### src/rtl/spi_pkg.sv
// Shared definitions for the SPI register responder: FSM state encoding,
// command-byte layout and the default register address width.
package spi_pkg;

  // Default register address width (NUM_REGS = 2**ADDR_W).
  localparam int ADDR_W = 3;

  // Bit of the command byte that selects read (1) or write (0).
  localparam int CMD_RW_BIT = 7;

  // Frame FSM encoding, also driven out on the debug state port.
  typedef logic [1:0] state_t;
  localparam state_t ST_IDLE = 2'd0;  // waiting for a chip-select falling edge
  localparam state_t ST_CMD  = 2'd1;  // shifting the command byte
  localparam state_t ST_DATA = 2'd2;  // shifting the data byte(s)
  localparam state_t ST_DONE = 2'd3;  // extra bytes: ignored until CS rises

endpackage

### src/rtl/spi_edge_sync.sv
// Two-flop synchronizer with rising/falling edge detection in the clk domain.
// The third flop holds the previous synchronized value for edge compare.
module spi_edge_sync #(
  parameter logic RST_VAL = 1'b0
) (
  input  logic clk,
  input  logic rst,
  input  logic d_i,
  output logic level_o,
  output logic rise_o,
  output logic fall_o
);

  // [0] metastability stage, [1] synchronized level, [2] previous level
  logic [2:0] sync_q;

  // Shift the asynchronous input through the synchronizer chain.
  always_ff @(posedge clk) begin
    if (rst) sync_q <= {3{RST_VAL}};
    else     sync_q <= {sync_q[1:0], d_i};
  end

  assign level_o = sync_q[1];
  assign rise_o  =  sync_q[1] & ~sync_q[2];
  assign fall_o  = ~sync_q[1] &  sync_q[2];

endmodule

### src/rtl/spi_reg_responder.sv
// SPI slave command responder: decodes {rw, addr} + data frames into reads
// and writes of a local 8-bit register bank. SCLK/CS/MOSI are oversampled in
// the clk domain (clk must be at least 8x SCLK).
// Optional feature macro: SPI_REG_AUTOINC_EN -- when defined, bytes after the
// first data byte continue as a burst with the address incrementing (wrapping);
// when undefined, extra bytes are ignored in the DONE state.
//
// Handshake note: host_we is a single-cycle strobe with no back-pressure; it
// commits on the clk edge where it is high. wr_stb/frame_err are single-cycle
// pulses the cycle after the event; wr_addr holds the last SPI write address.
module spi_reg_responder
  import spi_pkg::*;
#(
  parameter int         ADDR_W    = spi_pkg::ADDR_W,
  parameter logic [7:0] RESET_VAL = 8'h00,
  parameter logic [7:0] ID_BYTE   = 8'hA5,
  localparam int        NUM_REGS  = 2**ADDR_W
) (
  input  logic                  clk,
  input  logic                  rst,
  input  logic                  SPI_SCLK,
  input  logic                  CS,
  input  logic                  MOSI,
  output logic                  MISO,
  input  logic                  CPOL,
  input  logic                  CPHA,
  input  logic                  host_we,
  input  logic [ADDR_W-1:0]     host_addr,
  input  logic [7:0]            host_wdata,
  output logic [8*NUM_REGS-1:0] regs,
  output logic                  busy,
  output logic                  wr_stb,
  output logic [ADDR_W-1:0]     wr_addr,
  output logic                  frame_err,
  output logic [1:0]            dbg_state
);

  // ---------------------------------------------------------------------------
  // Bus synchronization
  // ---------------------------------------------------------------------------
  logic sclk_lvl, sclk_rise, sclk_fall;
  logic cs_lvl, cs_rise, cs_fall;
  logic [1:0] mosi_q;
  logic       mosi_s;

  spi_edge_sync #(.RST_VAL(1'b0)) u_sclk_sync (
    .clk     (clk),
    .rst     (rst),
    .d_i     (SPI_SCLK),
    .level_o (sclk_lvl),
    .rise_o  (sclk_rise),
    .fall_o  (sclk_fall)
  );

  // CS resets to the "active" level: if CS is really high a rising edge is
  // seen shortly after reset, which arms the FSM; if it is low mid-frame no
  // edge is seen and the frame is ignored until CS goes high.
  spi_edge_sync #(.RST_VAL(1'b0)) u_cs_sync (
    .clk     (clk),
    .rst     (rst),
    .d_i     (CS),
    .level_o (cs_lvl),
    .rise_o  (cs_rise),
    .fall_o  (cs_fall)
  );

  // MOSI goes through the same two-flop depth as SCLK so data and edge align.
  always_ff @(posedge clk) begin
    if (rst) mosi_q <= 2'b00;
    else     mosi_q <= {mosi_q[0], MOSI};
  end
  assign mosi_s = mosi_q[1];

  // Leading edge = transition away from CPOL, i.e. arriving at level ~CPOL.
  logic sclk_edge, lead_edge, trail_edge, sample_edge, shift_edge;
  assign sclk_edge   = sclk_rise | sclk_fall;
  assign lead_edge   = sclk_edge & (sclk_lvl != CPOL);
  assign trail_edge  = sclk_edge & (sclk_lvl == CPOL);
  assign sample_edge = CPHA ? trail_edge : lead_edge;
  assign shift_edge  = CPHA ? lead_edge  : trail_edge;

  // ---------------------------------------------------------------------------
  // Frame FSM and shifters
  // ---------------------------------------------------------------------------
  state_t              state_q, state_d;
  logic [2:0]          bit_cnt_q, bit_cnt_d;
  logic [7:0]          rx_q, rx_d, rx_shift;
  logic [7:0]          tx_q, tx_d;
  logic                miso_q, miso_d;
  logic                rw_q, rw_d;
  logic [ADDR_W-1:0]   addr_q, addr_d;
  logic                armed_q, armed_d;
  logic                frame_err_d;
  logic                spi_we;
  logic                wr_stb_q;
  logic [ADDR_W-1:0]   wr_addr_q;
  logic                frame_err_q;
  logic [7:0]          regs_q [NUM_REGS];

`ifdef SPI_REG_AUTOINC_EN
  logic [ADDR_W-1:0]   addr_inc;
  assign addr_inc = addr_q + ADDR_W'(1);
`endif

  // Next-state logic: frame start/stop, bit shifting and byte-end decisions.
  always_comb begin
    state_d     = state_q;
    bit_cnt_d   = bit_cnt_q;
    rx_d        = rx_q;
    tx_d        = tx_q;
    miso_d      = miso_q;
    rw_d        = rw_q;
    addr_d      = addr_q;
    armed_d     = armed_q | cs_rise;
    frame_err_d = 1'b0;
    spi_we      = 1'b0;
    rx_shift    = {rx_q[6:0], mosi_s};

    if (state_q == ST_IDLE) begin
      if (cs_fall && armed_q) begin
        state_d   = ST_CMD;
        bit_cnt_d = 3'd0;
        rx_d      = 8'h00;
        if (CPHA) begin
          // First bit goes out on the first (leading) shift edge.
          tx_d   = ID_BYTE;
          miso_d = 1'b0;
        end else begin
          // First bit must be valid before the first (leading) sample edge.
          tx_d   = {ID_BYTE[6:0], 1'b0};
          miso_d = ID_BYTE[7];
        end
      end
    end else if (cs_rise) begin
      // End of frame: a partial byte is dropped and flagged.
      state_d     = ST_IDLE;
      miso_d      = 1'b0;
      frame_err_d = (bit_cnt_q != 3'd0);
      bit_cnt_d   = 3'd0;
    end else begin
      if (shift_edge) begin
        miso_d = tx_q[7];
        tx_d   = {tx_q[6:0], 1'b0};
      end
      if (sample_edge) begin
        rx_d      = rx_shift;
        bit_cnt_d = bit_cnt_q + 3'd1;
        if (bit_cnt_q == 3'd7) begin
          if (state_q == ST_CMD) begin
            rw_d    = rx_shift[CMD_RW_BIT];
            addr_d  = rx_shift[ADDR_W-1:0];
            state_d = ST_DATA;
            tx_d    = rx_shift[CMD_RW_BIT] ? regs_q[rx_shift[ADDR_W-1:0]] : 8'h00;
          end else if (state_q == ST_DATA) begin
            spi_we = ~rw_q;
`ifdef SPI_REG_AUTOINC_EN
            addr_d = addr_inc;
            tx_d   = rw_q ? regs_q[addr_inc] : 8'h00;
`else
            state_d = ST_DONE;
            tx_d    = 8'h00;
`endif
          end
        end
      end
    end
  end

  // Frame state registers and output pulses.
  always_ff @(posedge clk) begin
    if (rst) begin
      state_q     <= ST_IDLE;
      bit_cnt_q   <= 3'd0;
      rx_q        <= 8'h00;
      tx_q        <= 8'h00;
      miso_q      <= 1'b0;
      rw_q        <= 1'b0;
      addr_q      <= '0;
      armed_q     <= 1'b0;
      wr_stb_q    <= 1'b0;
      wr_addr_q   <= '0;
      frame_err_q <= 1'b0;
    end else begin
      state_q     <= state_d;
      bit_cnt_q   <= bit_cnt_d;
      rx_q        <= rx_d;
      tx_q        <= tx_d;
      miso_q      <= miso_d;
      rw_q        <= rw_d;
      addr_q      <= addr_d;
      armed_q     <= armed_d;
      wr_stb_q    <= spi_we;
      frame_err_q <= frame_err_d;
      if (spi_we) wr_addr_q <= addr_q;
    end
  end

  // Register bank: the SPI write is applied last so it wins an address clash.
  always_ff @(posedge clk) begin
    if (rst) begin
      for (int i = 0; i < NUM_REGS; i++) regs_q[i] <= RESET_VAL;
    end else begin
      if (host_we) regs_q[host_addr] <= host_wdata;
      if (spi_we)  regs_q[addr_q]    <= rx_shift;
    end
  end

  // Flatten the bank onto the output bus, reg[i] at bits 8*i+7:8*i.
  always_comb begin
    regs = '0;
    for (int i = 0; i < NUM_REGS; i++) regs[8*i +: 8] = regs_q[i];
  end

  assign MISO      = miso_q;
  assign busy      = armed_q & ~cs_lvl;
  assign wr_stb    = wr_stb_q;
  assign wr_addr   = wr_addr_q;
  assign frame_err = frame_err_q;
  assign dbg_state = state_q;

endmodule
### config.mk
export PLATFORM = sky130hd
export DESIGN_NAME = spi_reg_responder
export DESIGN_NICKNAME = d
export VERILOG_FILES = /design/src/rtl/spi_pkg.sv /design/src/rtl/spi_edge_sync.sv /design/src/rtl/spi_reg_responder.sv
export SDC_FILE = /design/constraint.sdc
export NUM_CORES = 1
export LEC_CHECK = 0
export BUFFER_PORTS_ARGS = -buffer_cell sky130_fd_sc_hd__buf_2
export CAP_MARGIN = 40
export CORE_UTILIZATION = 26
export DETAILED_ROUTE_END_ITERATION = 10
export SYNTH_ARGS = -nofsm -noshare
export SYNTH_HDL_FRONTEND = slang
export SYNTH_SLANG_ARGS = --single-unit
### constraint.sdc
create_clock -name clk -period 6.12 [get_ports clk]
set_clock_uncertainty 0.05 [all_clocks]
set_input_delay 0.306 -clock clk [delete_from_list [all_inputs] [get_ports clk]]
set_output_delay 0.306 -clock clk [all_outputs]
set_load 0.05 [all_outputs]
# After elaboration in Yosys (flattened, before gate mapping)

Memories as Yosys holds them, arrays and structs flattened.
Index checks and enable logic that the tools add are counted.

Output and inout port bits: 73
Register bits after elaboration: 39
Memories: 1
Bits of input ports: 19
Memory bits (writable): 64

Memory list:

| memory | depth | width | rd ports | clocked after memory_dff | write ports | line                    | text |
|---|---|---|---|---|---|---|---|
| regs_q | 8     | 8     | 9        | 0                        | 8           | spi_reg_responder.sv:98 | `logic [7:0] regs_q [NUM_REGS];` |

Reductions and logical operators: 17
Equality and inequality tests: 7
Add/subtract/negate cells: 1
Multiplexer cells: 52
Bitwise gates (word level): 16

Operators by type and width:

| operator            | count |
|---|---|
| $mux 8              | 12 |
| $mux 7              | 4 |
| $mux 1              | 23 |
| $mux 3              | 6 |
| $reduce_or 8->1     | 2 |
| $mux 2              | 7 |
| $reduce_bool 3->1   | 4 |
| $and 1x1->1         | 7 |
| $not 1->1           | 7 |
| $reduce_and 2->1    | 3 |
| $reduce_and 5->1    | 1 |
| $ne 2x1->1 const B  | 2 |
| $reduce_and 4->1    | 1 |
| $reduce_bool 4->1   | 1 |
| $add 3x1->3 const B | 1 |
| $eq 3x3->1 const B  | 1 |
| $reduce_and 3->1    | 1 |
| $reduce_or 3->1     | 1 |
| $eq 2x1->1 const B  | 1 |
| $eq 2x2->1 const B  | 1 |
| $logic_not 2->1     | 1 |
| $or 1x1->1          | 2 |
| $reduce_bool 2->1   | 1 |
| $eq 1x1->1          | 1 |
| other kinds (2)     | 2 |

# Logic depth before layout (Yosys ltp)

Depth in word-level cells: 13
Depth in mapped cells: 9

# Modules after synthesis

A second synthesis with hierarchy kept.

Cells, all modules: 502
Area, all modules: 5472.7 um^2

Modules (own cells, without submodules):

| module            | area each (um^2) | instances | cells each |
|---|---|---|---|
| spi_reg_responder | 5290.1           | 1         | 486 |
| spi_edge_sync     | 91.3             | 2         | 8 |

# Worst setup path before layout

Ideal clock, no wire load.

Path type: reg-to-reg
From: register state_q[1] (netlist: dbg_state[1])
To: memory regs_q[2][0], enable pin
Buffers on the path: 2
Path slack: 3397 ps
Data required time: 5741 ps
Arrival: 2345 ps
Stages on the path, launching flop included: 9
Path through: dfxtp_1 -> inv_1 -> ha_1 -> inv_1 -> and4_1 -> buf_2 -> nand4b_2 -> clkbuf_1 -> nand2_1

RTL lines:

| element                | line                     | text |
|---|---|---|
| start, declared        | spi_reg_responder.sv:85  | `state_t state_q, state_d;` |
| start signal, assigned | spi_reg_responder.sv:184 | `state_q <= state_d;` |
| end, declared          | spi_reg_responder.sv:98  |  |

==> flow_metrics.tcl <==
set metrics [dict create \
    synthArstFlopShare_pct 0 \
    cts_hold_buf 0 \
    mostFrequentLayoutCells "92 x buf_2, 70 x nand3_1, 68 x o21ai_0" \
    grt_pass1_vias 3881 \
    crit_family "simple AND/OR/NAND/NOR gates" \
    die_w_um 143.4 \
    antenna_found_initial 0 \
    cpPeakStageDelay_ns 0.61 \
    grt_max_degree 49 \
    grt_overflow 0 \
    yosysSeqAreaShare_pct 51.96 \
    crit_buf_inv 2 \
    core.rowCount 51 \
    cts_setup_buffers 0 \
    crit_path_cell_trace "inv_1, ha_1, inv_1, and4_1, nand4_1, nand2_1" \
    hold_violations 0 \
    grt_usage_pct 15.44 \
    initial_core_util_pct 26.64 \
    syn_nets 505 \
    die_h_um 143.4 \
    slowest_stage "and4_1" \
    vdd_drop_max_v 0.0001327 \
    cts_root_buffer "clkbuf_16" \
    finalWorstPathRequiredPeriod_ns 3.142 \
    totalWireLength_mm 15.43 \
    yosysWarnings 0 \
    layout.nets 582 \
    arrival_ns 3.10 \
    area_delta_synth_final_pct 18.62 \
    n_antenna_cell 0 \
    clock_latency_ns 0.36 \
    regArea_um2 2703 \
    cellPowerDensity_nw_per_um2 263.9 \
    fp.coreArea_um2 19530 \
    die-area_um2 20580 \
    cp-end-kind "register" \
    port_buffers 91 \
    period_share_pct 51.34 \
    multiInputGateArea_um2 2290 \
    worstPathMaxFanout 17 \
    avgSynthCellArea_um2 10.84 \
    place_congestion 0.8177 \
    p_leak_uw 0.002355 \
    fmax_mhz 318.2 \
    tns_ns 0 \
    postCtsResizedCells 0 \
    cts_buffer_depth 2 \
    drt_iter0_markers 447 \
    netlist_instances 480 \
    status "finished clean" \
    drv_slew 0 \
    cts.clk_slew.worst_paths_ns 0.07 \
    ant_nets 0 \
    rsz0062_at_grt "no" \
    cp.required_ns 6.08 \
    drc 0 \
    relSlewSlack_pct 38.68 \
    clock_sinks 103 \
    netlist_area_um2 5201 \
    hold_class "in2reg" \
    mostFrequentLayoutCell "buf_2" \
    finalPower_uw 1628 \
    dr.pass1.iters 7 \
    finalSetupViolCount 0 \
    vias 4200 \
    path_common_cell "inv_1" \
    ys.flop_type "edfxtp_1" \
    dp_hpwl_mm 11.34 \
    htreeDepth 3 \
    final.fill_count 2035 \
    drive_gt1_share_pct 25.62 \
    cp-start-kind "register" \
    numCtsBuffers 9 \
    cap_violations 0 \
    wl_per_cell_um 18.65 \
    worst_pin_slew_ns 0.9128 \
    ys_types 50 \
    viasPerCell 5.079 \
    synth_enable_flop_cells 64 \
    critical_path_class "reg2reg" \
    cts_tree "built" \
    synth-seq-cells 103 \
    pin_count 92 \
    grt_pass1_wl_mm 23.39 \
]
[flip-flops by register name, summed over array words and instances (netlist names), 2 cells and up]
name and flops:
addr_q 3, bit_cnt_q 3, dbg_state 2, mosi_q 2, regs_q 64, rx_q 7
tx_q 8, u_cs_sync.sync_q 3, u_sclk_sync.sync_q 3, wr_addr 3
[metal layers]
layer,vias to the layer above,GRT usage [%],share of wire (%)
met5,-,0,0
met2,191,24.14,45
met4,0,4.479,1.5
met1,2015,21.07,44
met3,18,3.699,8.9
li1,1976,-,-
[final cells by class]
type | count | area share (%)
inverter | 14 | 0.8518
tap | 265 | 5.374
sequential | 103 | 43.80
timing repair buffer | 99 | 8.315
multi-input combinational | 330 | 37.11
clock buffer | 9 | 3.650
clock inverter | 7 | 0.8923
[final timing paths]
kind | from | end | slack, ns | depth (start not counted)
hold / removal | SPI_SCLK | u_sclk_sync.sync_q[0] | 0.12 | 2
hold reg to reg | mosi_q[0] | mosi_q[1] | 0.39 | 1
setup reg to reg | dbg_state[0] | regs_q[7][2] | 2.98 | 6
setup / recovery | dbg_state[0] | regs_q[7][2] | 2.98 | 6
[synth_stat cells (10+ instances only)]
cell      instances  share of area, %
nand3_1          70               6.7
o21ai_0          68               6.5
edfxtp_1         64                37
dfxtp_1          39                15
nor2_1           26               1.9
mux2i_1          23               4.4
nand2_1          22               1.6
a21oi_1          17               1.6
mux4_2           14               6.1
inv_1            13              0.94
nor2b_1          13               1.6
buf_2            11               1.1
buf_1            10              0.72
clkbuf_1         10              0.72
[power breakdown]
group,internal [uW],switching [uW]
clock network,282,278
logic,69.1,196
registers,775,29.1
[stage by stage]
stage          cell area [um^2]  std cells  utilization (%)  setup slack [ns]  hold slack, ns
6_report                   6170        827            31.60             2.978          0.1163
4_1_cts                    6170        827            31.60             2.983          0.1107
5_1_grt                    6170        827            31.60             2.643          0.1360
3_5_place_dp               5889        811            30.16             2.950          0.3809
2_1_floorplan              5201        480                -             3.397          0.3638
3_3_place_gp               5884        810            30.14             3.058          0.3744
[kinds of logic (layout without fill, tap and decap cells)]
group                      after synthesis  count (layout)  synth area share [%]
muxes                                   39              39                 11.35
xor gates and xnor gates                 1               1                0.3128
buffers and inverters                   47             129                 4.017
adders and majority gates                6               6                 1.443
DFF                                    103             103                 51.96
AOI/OAI and AO/OA                      119             119                 13.88
and+or+nand+nor                        165             165                 17.03
Note: power is estimated with default switching activity, not from simulation.
